==> config.mk <==
export PLATFORM = sky130hd
export DESIGN_NAME = fetch_stage
export DESIGN_NICKNAME = d
export VERILOG_FILES = /design/src/rtl/riscv_pkg.sv /design/src/rtl/fetch_skid_buf.sv /design/src/rtl/fetch_stage.sv
export SDC_FILE = /design/constraint.sdc
export NUM_CORES = 1
export LEC_CHECK = 0
export ABC_AREA = 1
export CAP_MARGIN = 20
export CORE_MARGIN = 2
export CORE_UTILIZATION = 56
export DETAILED_ROUTE_END_ITERATION = 10
export PLACE_DENSITY = 0.86
export SLEW_MARGIN = 40
export SYNTH_ARGS = -nofsm -noshare
export SYNTH_HDL_FRONTEND = slang
export SYNTH_SLANG_ARGS = --single-unit
export TNS_END_PERCENT = 5
==> constraint.sdc <==
create_clock -name clk -period 8.7 [get_ports clk]
set_input_delay 1.74 -clock clk [delete_from_list [all_inputs] [get_ports clk]]
set_output_delay 1.74 -clock clk [all_outputs]
set_load 0.01 [all_outputs]
==> src/rtl/riscv_pkg.sv <==
// Shared core definitions: the fetch FSM state encoding, reset and NOP
// constants, and the IF/ID payload record used by the fetch stage.
package riscv_pkg;

  localparam int DATA_WIDTH = 32;
  localparam logic [DATA_WIDTH-1:0] RESET_PC  = 32'h0000_0000;
  localparam logic [DATA_WIDTH-1:0] NOP_INSTR = 32'h0000_0013;  // addi x0,x0,0

  typedef enum logic [1:0] {
    FETCH,  // request pending issue
    WAIT,   // request accepted, response outstanding
    DROP    // response outstanding but already stale
  } fetch_state_t;

  typedef struct packed {
    logic                  valid;
    logic [DATA_WIDTH-1:0] pc;
    logic [DATA_WIDTH-1:0] pc_plus4;
    logic [DATA_WIDTH-1:0] instr;
  } if_id_t;

  // Empty IF/ID slot: no instruction, NOP presented to decode.
  function automatic if_id_t if_id_bubble();
    return '{valid: 1'b0, pc: '0, pc_plus4: '0, instr: NOP_INSTR};
  endfunction

endpackage

==> src/rtl/fetch_skid_buf.sv <==
// One-entry holding buffer for an instruction that returned while decode
// was stalled. Clear beats load, load beats drain.
module fetch_skid_buf
  import riscv_pkg::*;
(
  input  logic   clk,
  input  logic   rst_n,
  input  logic   load,
  input  logic   drain,
  input  logic   clear,
  input  if_id_t load_data,
  output logic   valid,
  output if_id_t data
);

  // Occupancy flag.
  always_ff @(posedge clk or negedge rst_n) begin
    if (!rst_n)     valid <= 1'b0;
    else if (clear) valid <= 1'b0;
    else if (load)  valid <= 1'b1;
    else if (drain) valid <= 1'b0;
  end

  // Payload capture.
  // NOTE: the payload has no reset; it is only ever read while valid is set,
  // and keeping it out of the reset tree keeps the flops plain enables.
  always_ff @(posedge clk) begin
    if (load) data <= load_data;
  end

endmodule

==> src/rtl/fetch_stage.sv <==
// Instruction fetch stage: PC/request FSM talking to the I-cache over a
// valid/ready handshake, plus the IF/ID register feeding decode. A skid
// buffer absorbs a response that lands during a decode stall, and execute
// redirects flush IF/ID and mark any in-flight response as stale.
module fetch_stage
  import riscv_pkg::*;
(
  input  logic                  clk,
  input  logic                  rst_n,
  input  logic                  stall_d,
  input  logic                  redirect_e,
  input  logic [DATA_WIDTH-1:0] redirect_pc_e,
  output logic                  imem_req_valid,
  output logic [DATA_WIDTH-1:0] imem_req_addr,
  input  logic                  imem_req_ready,
  input  logic                  imem_resp_valid,
  input  logic [DATA_WIDTH-1:0] imem_resp_data,
  output logic [DATA_WIDTH-1:0] instr_d,
  output logic [DATA_WIDTH-1:0] pc_d,
  output logic [DATA_WIDTH-1:0] pc_plus4_d,
  output logic                  valid_d
);

  fetch_state_t          state, state_next;
  logic [DATA_WIDTH-1:0] pc, pc_next;
  if_id_t                if_id, if_id_next, fresh, skid_data;
  logic                  skid_valid, skid_load, skid_drain;
  logic                  handshake, resp_live;

  // A full skid blocks new requests so at most one instruction is ever parked.
  assign imem_req_valid = rst_n && (state == FETCH) && !skid_valid;
  assign imem_req_addr  = pc;
  assign handshake      = imem_req_valid && imem_req_ready;

  // In WAIT, pc still holds the address of the in-flight request.
  assign resp_live = (state == WAIT) && imem_resp_valid && !redirect_e;
  assign fresh     = '{valid: 1'b1, pc: pc, pc_plus4: pc + DATA_WIDTH'(4),
                       instr: imem_resp_data};

  // Next state and next PC; a redirect overrides the PC in every state.
  // NOTE: every combinational output gets a default first, so no path can
  // leave a value unassigned and infer a latch.
  always_comb begin
    state_next = state;
    pc_next    = pc;
    unique case (state)
      FETCH: if (handshake) state_next = redirect_e ? DROP : WAIT;
      WAIT: begin
        if (imem_resp_valid) begin
          state_next = FETCH;
          if (!redirect_e) pc_next = pc + DATA_WIDTH'(4);
        end else if (redirect_e) begin
          state_next = DROP;
        end
      end
      DROP:    if (imem_resp_valid) state_next = FETCH;
      default: state_next = FETCH;
    endcase
    if (redirect_e) pc_next = {redirect_pc_e[DATA_WIDTH-1:2], 2'b00};
  end

  // IF/ID update: redirect flushes, stall holds (parking any new response),
  // otherwise the skid drains first, then a fresh response, else a bubble.
  always_comb begin
    if_id_next = if_id;
    skid_load  = 1'b0;
    skid_drain = 1'b0;
    if (redirect_e) begin
      if_id_next = if_id_bubble();
    end else if (stall_d) begin
      skid_load = resp_live;
    end else if (skid_valid) begin
      if_id_next = skid_data;
      skid_drain = 1'b1;
    end else if (resp_live) begin
      if_id_next = fresh;
    end else begin
      if_id_next = if_id_bubble();
    end
  end

  // State, PC and IF/ID registers.
  // NOTE: sequential state uses non-blocking assignments so every register
  // samples the pre-edge values regardless of block ordering.
  always_ff @(posedge clk or negedge rst_n) begin
    if (!rst_n) begin
      state <= FETCH;
      pc    <= RESET_PC;
      if_id <= if_id_bubble();
    end else begin
      state <= state_next;
      pc    <= pc_next;
      if_id <= if_id_next;
    end
  end

  fetch_skid_buf u_skid (
    .clk       (clk),
    .rst_n     (rst_n),
    .load      (skid_load),
    .drain     (skid_drain),
    .clear     (redirect_e),
    .load_data (fresh),
    .valid     (skid_valid),
    .data      (skid_data)
  );

  assign valid_d    = if_id.valid;
  assign pc_d       = if_id.pc;
  assign pc_plus4_d = if_id.pc_plus4;
  assign instr_d    = if_id.instr;

endmodule

==> results of run 1 <==
==> stage by stage <==
stage | power [uW] | instances | setup slack [ps]
2_1_floorplan | 1500 | 1105 | 1970
4_1_cts | 2670 | 1491 | 3940
5_1_grt | 2760 | 1492 | 3830
3_3_place_gp | 1660 | 1450 | 2990
3_5_place_dp | 1680 | 1451 | 3440
6_report | 2650 | 1492 | 3990
==> cell usage in the layout (no fill, tap or decap), types with 4 or more instances in the layout <==
cell type / instances
xor2_1: 6
nor2_4: 10
o21ai_0: 61
buf_4: 6
nor3_1: 7
clkbuf_1: 5
edfxtp_1: 92
nor2_1: 135
a21oi_1: 61
dfrtp_1: 123
clkdlybuf4s50_1: 194
nor2_2: 4
inv_1: 39
clkbuf_16: 23
xor2_2: 7
o21ai_1: 25
buf_6: 4
nand3_1: 33
nand2_2: 8
nand3b_1: 7
nand2_1: 368
o211ai_1: 5
nor2_8: 4
==> kinds of logic after synthesis <==
kind of cell             share of synthesized area
adder cells (fa/ha/maj)                    0.00124
AO/OA/AOI/OAI                               0.0803
other                                     0.000372
XOR/XNOR                                    0.0183
AND/OR/NAND/NOR                              0.243
flip-flops                                   0.590
buffers and inverters                       0.0667
==> registers in the layout, indices dropped and copies added (netlist names) <==
name / cells
u_skid.valid: 1
pc_d: 31
valid_d: 1
pc_plus4_d: 30
instr_d: 32
imem_req_addr: 30
state: 2
u_skid.data: 92
==> power groups by stage <==
stage          Combinational [uW]  Sequential [uW]  Clock (uW)
3_5_place_dp                  423             1250           0
2_1_floorplan                 264             1240           0
4_1_cts                       428             1240        1000
3_3_place_gp                  408             1250           0
6_report                      426             1240         986
5_1_grt                       469             1240        1050
==> cell type report <==
type / instances / area, um2
multi-input cells: 756 / 3470
well taps: 229 / 287
fillers: 1317 / 5080
inverters: 42 / 159
clock buffers: 31 / 636
flip-flops and latches: 219 / 5950
repair buffers: 206 / 2080
clock inverters: 9 / 120
==> cell usage after synthesis, drive strengths merged (2+ instances only) <==
master | instances | area share
buf | 51 | 0.037
xor2 | 13 | 0.017
dfstp | 3 | 0.0078
dfrtp | 124 | 0.31
nand3 | 33 | 0.016
o31ai | 2 | 0.0015
clkbuf | 36 | 0.013
edfxtp | 92 | 0.27
nor2 | 153 | 0.071
xnor2 | 2 | 0.0017
nand3b | 7 | 0.0052
o211ai | 5 | 0.0037
o21ai | 86 | 0.043
nor3 | 7 | 0.0035
a22oi | 2 | 0.0015
a21oi | 62 | 0.031
nand2 | 379 | 0.15
and2 | 2 | 0.0012
inv | 42 | 0.016
==> worst paths after layout <==
check / end / slack (ps) / cells after the start / startpoint
worst max-delay path: imem_req_valid / 3990 / 4 / rst_n
worst min-delay path: pc_plus4_d[30] / 480 / 2 / pc_plus4_d[30]
worst max register to register: instr_d[7] / 6330 / 8 / state[1]
worst min register to register: pc_plus4_d[30] / 480 / 2 / pc_plus4_d[30]
max in group asynchronous: u_skid.valid / 6400 / 2 / rst_n
min in group asynchronous: pc_d[9] / 1180 / 1 / rst_n
==> layer usage <==
metal | GRT usage | up-vias | part of all wire
met5 | 0 | - | 0
met4 | 0.0784 | 0 | 0.021
met3 | 0.0481 | 47 | 0.086
met2 | 0.415 | 358 | 0.47
met1 | 0.374 | 3835 | 0.42
li1 | - | 3831 | -
==> worst reg2reg max path, cell delays in order (launching register included) <==
cell	delay, ps
dfrtp_1	410
nor2_4	160
nand2_2	170
nor2_8	410
inv_2	150
buf_4	370
nor2_1	270
a21oi_1	70
o21ai_0	250
==> impl_metrics.csv, run 1 <==
group,metric,value,unit
cts,cts_tree,"done",
worst_setup_path,path_buf_inv,2,
global_route,grt_pass1_vias,7879,
outcome,status,"finished clean",
power_and_ir_drop,power_frac_clock,0.372,
final_layout,antenna_cells,0,
floorplanning,fp.dieW,138,um
routing,viasPerCell,5.41,
power_and_ir_drop,peakVddDrop,0.223,mV
worst_setup_path,crit_chain,"buf_6 > nand2_1 > nor2_1 > clkdlybuf4s50_1",
routing,wire_per_inst,16.9,um
cts,clk_pin_slew,60,ps
routing,wl,25200,um
timing,drv_slew,0,
worst_setup_path,cp_slowest_stage_delay,560,ps
floorplanning,core_area,0.0178,mm2
power_and_ir_drop,seq_power_share,0.467,
timing,rsz0062_at_grt,"false",
cts,cts_hold_buf,0,
final_layout,final_core_util,0.714,
global_route,globalRoute.totalOverflow,0,
logic_synthesis,synth_flop_cell,"dfrtp_1",
logic_synthesis,ys_types,32,
worst_setup_path,critPathRequiredTime,6960,ps
logic_synthesis,synth_edf_count,92,
placement,hpwl,15700,um
cts,cts_resized,0,
cts,clockRootBuffer,"clkbuf_16",
logic_synthesis,synth_cells,1104,
logic_synthesis,syn_avg_cell_area,9.12,um2
routing,vias,8071,
floorplanning,dieArea,0.0191,mm2
cts,cts_made_buffers,23,
floorplanning,core.rowCount,49,
cts,h-tree-depth,1,
job,cap_violations,0,
timing,setup_viol,0,
cts,postCtsSetupRepairBufs,0,
floorplanning,initial_core_util,0.566,
logic_synthesis,ys_seq_area_frac,0.590,
placement,routabilityCongestion,0.877,
worst_setup_path,crit_path_start_kind,"primary input",
timing,relSlewSlack,0.444,
timing,fin_crit,4710,ps
timing,fin_crit_sh,0.542,
routing,drt_iter0_drc,565,
timing,finalSetupTns,0,ps
global_route,grt_use_total,0.262,
worst_setup_path,path_max_fanout,56,
logic_synthesis,ys_ff_latch,219,
power_and_ir_drop,p_per_area,209,mW/mm2
power_and_ir_drop,comb_power_share,0.161,
final_layout,finalNetCount,1319,
timing,worstMarginPinSlew,834,ps
logic_synthesis,yosys_warnings,0,
timing,fmax,212,MHz
power_and_ir_drop,p_int,1930,uW
routing,firstDrtPassIters,5,
global_route,grt_pass1_wl,40900,um
floorplanning,pin_count,200,
cts,clockBufferDepth,3,
logic_synthesis,syn_area,0.0101,mm2
timing,fin_skew,8.93,ps
cts,cts.sinks,219,
worst_setup_path,critical_path.endpoint_type,"output pin",
worst_setup_path,arrival,2970,ps
power_and_ir_drop,switchingPower,716,uW
worst_setup_path,path_class,"in -> out",
final_layout,area_growth,26.1,%
final_layout,drive_gt1_frac,0.0697,
timing,hold_viol_final,0,
placement,placed_area,0.0119,mm2
floorplanning,die_y,138,um
final_layout,layout.cell_area.non_filler,0.0127,mm2
power_and_ir_drop,power.leakage,0.00554,uW
global_route,antenna_found_initial,0,
worst_setup_path,critical-path-top-delay-family,"buffers and inverters",
cts,clock_latency,500,ps
logic_synthesis,synthArstFlopShare,0.580,
worst_setup_path,critPathSlowestCell,"clkdlybuf4s50_1",
routing,drtAntennaViolNets,0,
timing,holdWs,480,ps
hold_path,hold_class,"reg -> reg",
placement,numPortBuffers,195,
routing,drc,0,
power_and_ir_drop,swShare,0.270,
global_route,grt_max_degree,92,
Power figures use the tool's default switching activity.
==> inputs of run 2 (changes only) <==
--- a/config.mk
+++ b/config.mk
@@ -8,9 +8,9 @@
 export ABC_AREA = 1
 export CAP_MARGIN = 20
 export CORE_MARGIN = 2
-export CORE_UTILIZATION = 56
+export CORE_UTILIZATION = 47
 export DETAILED_ROUTE_END_ITERATION = 10
-export PLACE_DENSITY = 0.86
+export PLACE_DENSITY = 0.77
 export SLEW_MARGIN = 40
 export SYNTH_ARGS = -nofsm -noshare
 export SYNTH_HDL_FRONTEND = slang
==> constraint.sdc (replaced) <==
create_clock -name clk -period 4.2 [get_ports clk]
set_input_delay 0.84 -clock clk [delete_from_list [all_inputs] [get_ports clk]]
set_output_delay 0.84 -clock clk [all_outputs]
set_load 0.01 [all_outputs]
==> run 2 against run 1 <==
Design area about the same. Critical endpoint unchanged. Clock skew grew 2.4 ps. Wire length grew 3.0%. Hold slack worse by 250 ps. Clock power increased by 93%. Largest power group unchanged. Highest routed layer unchanged. Die area up 19%. Utilization fell by 11 points. Power increased by 100%.
==> impl_metrics.csv, run 2 (synthesized netlist as in run 1, its figures left out) <==
group,metric,value,unit
outcome,status,"finished clean",
cts,cts_hold_buf,0,
cts,clockBufferDepth,3,
final_layout,final_cells,1539,
job,cap_violations,0,
routing,drtAntennaViolNets,0,
placement,routabilityCongestion,0.885,
routing,firstDrtPassIters,5,
timing,fmax,354,MHz
routing,wl,25900,um
power_and_ir_drop,p_total,5360,uW
final_layout,largest_reg_flops,92,
cts,cts_resized,0,
worst_setup_path,path_class,"in -> out",
cts,postCtsSetupRepairBufs,0,
timing,setup_viol,0,
worst_setup_path,r2r_slack,1870,ps
worst_setup_path,arrival,1990,ps
cts,cts_tree,"done",
worst_setup_path,critical-path-top-delay-family,"buffers and inverters",
hold_path,hold_class,"in -> async",
final_layout,largest-register,"u_skid.data",
routing,wire_per_inst,16.8,um
final_layout,finalNetCount,1320,
final_layout,area_growth,26.1,%
timing,worstMarginPinSlew,851,ps
cts,clockRootBuffer,"clkbuf_16",
timing,fin_skew,11.4,ps
worst_setup_path,critPathSlowestCell,"clkdlybuf4s50_1",
worst_setup_path,path_max_fanout,38,
worst_setup_path,critical_path.endpoint_type,"output pin",
cts,clk_pin_slew,60,ps
power_and_ir_drop,power.leakage,0.00552,uW
cts,clock_latency,500,ps
timing,drv_slew,0,
worst_setup_path,crit_chain,"buf_6 > nand2_1 > nor2_1 > clkdlybuf4s50_1",
final_layout,final_cell_mix,"nand2_1 (368), clkdlybuf4s50_1 (193), nor2_1 (135), dfrtp_1 (123), edfxtp_1 (92)",
placement,dp_cells,1499,
power_and_ir_drop,p_per_area,422,mW/mm2
timing,finalSetupTns,0,ps
routing,drt_iter0_drc,515,
routing,viasPerCell,5.16,
placement,hpwl,16700,um
floorplanning,core_area,0.0210,mm2
cts,cts.sinks,219,
worst_setup_path,critPathRequiredTime,3360,ps
timing,rsz0062_at_grt,"false",
worst_setup_path,cp_slowest_stage_delay,560,ps
worst_setup_path,worst_r2r_path_depth,8,
global_route,antenna_found_initial,0,
global_route,grt_pass1_wl,41200,um
floorplanning,dieArea,0.0226,mm2
placement,numPortBuffers,195,
global_route,globalRoute.totalOverflow,0,
routing,vias,7938,
floorplanning,pin_count,200,
worst_setup_path,worstReg2RegEnd,"instr_d[14]",
floorplanning,core.rowCount,53,
floorplanning,fp.dieW,150,um
timing,fin_crit_sh,0.673,
final_layout,drive_gt1_frac,0.0712,
timing,hold_viol_final,0,
final_layout,layout_commonest_cell,"nand2_1",
worst_setup_path,crit_path_start_kind,"primary input",
global_route,grt_use_total,0.231,
routing,drc,0,
cts,cts_made_buffers,23,
global_route,grt_max_degree,91,
timing,fin_crit,2830,ps
power_and_ir_drop,peakVddDrop,0.252,mV
floorplanning,die_y,150,um
floorplanning,initial_core_util,0.479,
worst_setup_path,reg2reg_from,"state[1]",
timing,relSlewSlack,0.432,
global_route,grt_pass1_vias,7800,
cts,h-tree-depth,1,
worst_setup_path,path_buf_inv,2,
final_layout,antenna_cells,0,
-- run 2: cell types whose count changed in the layout (fill, tap and decap cells not counted), moves of 2 or more --
cell        delta
buf_6          -2
bufinv_16      -2
clkinv_2       +2
buf_4          +3
clkinvlp_4     +2
-- run 2: final cells by class --
type | instances | area [um2]
Clock buffer | 29 | 618
Sequential cell | 219 | 5950
Fill cell | 1758 | 8330
Timing Repair Buffer | 207 | 2060
Inverter | 42 | 161
Clock inverter | 11 | 80.1
Multi-Input combinational cell | 756 | 3480
Tap cell | 275 | 344
-- run 2: power breakdown --
part | total (uW) | switching [uW] | internal, uW
combinational | 888 | 517 | 371
clock | 1900 | 808 | 1100
sequential | 2560 | 169 | 2390
total | 5360 | 1490 | 3860
-- run 2: how the worst max path moves through the flow --
stage / from / end / slack [ps] / depth (start not counted)
floorplan: redirect_e / u_skid.data[0] / 940 / 4
global placement: imem_resp_valid / instr_d[6] / 940 / 8
detailed placement: imem_resp_valid / instr_d[20] / 1060 / 8
CTS: rst_n / imem_req_valid / 1340 / 4
global route: rst_n / imem_req_valid / 1210 / 4
finish: rst_n / imem_req_valid / 1370 / 4
-- run 2: stage by stage --
step / setup slack [ps] / area (um2) / util / hold slack [ps]
2_1_floorplan: 941 / 10100 / - / 455
3_3_place_gp: 936 / 12000 / 0.569 / 463
3_5_place_dp: 1060 / 12000 / 0.570 / 464
4_1_cts: 1340 / 12700 / 0.604 / 242
5_1_grt: 1210 / 12700 / 0.604 / 253
6_report: 1370 / 12700 / 0.604 / 234
-- run 2: metal layers --
layer / track usage / part of all wire / up-vias
li1: - / - / 3829
met1: 0.323 / 0.44 / 3777
met2: 0.384 / 0.48 / 311
met3: 0.0361 / 0.075 / 21
met4: 0.0491 / 0.012 / 0
met5: 0 / 0 / -
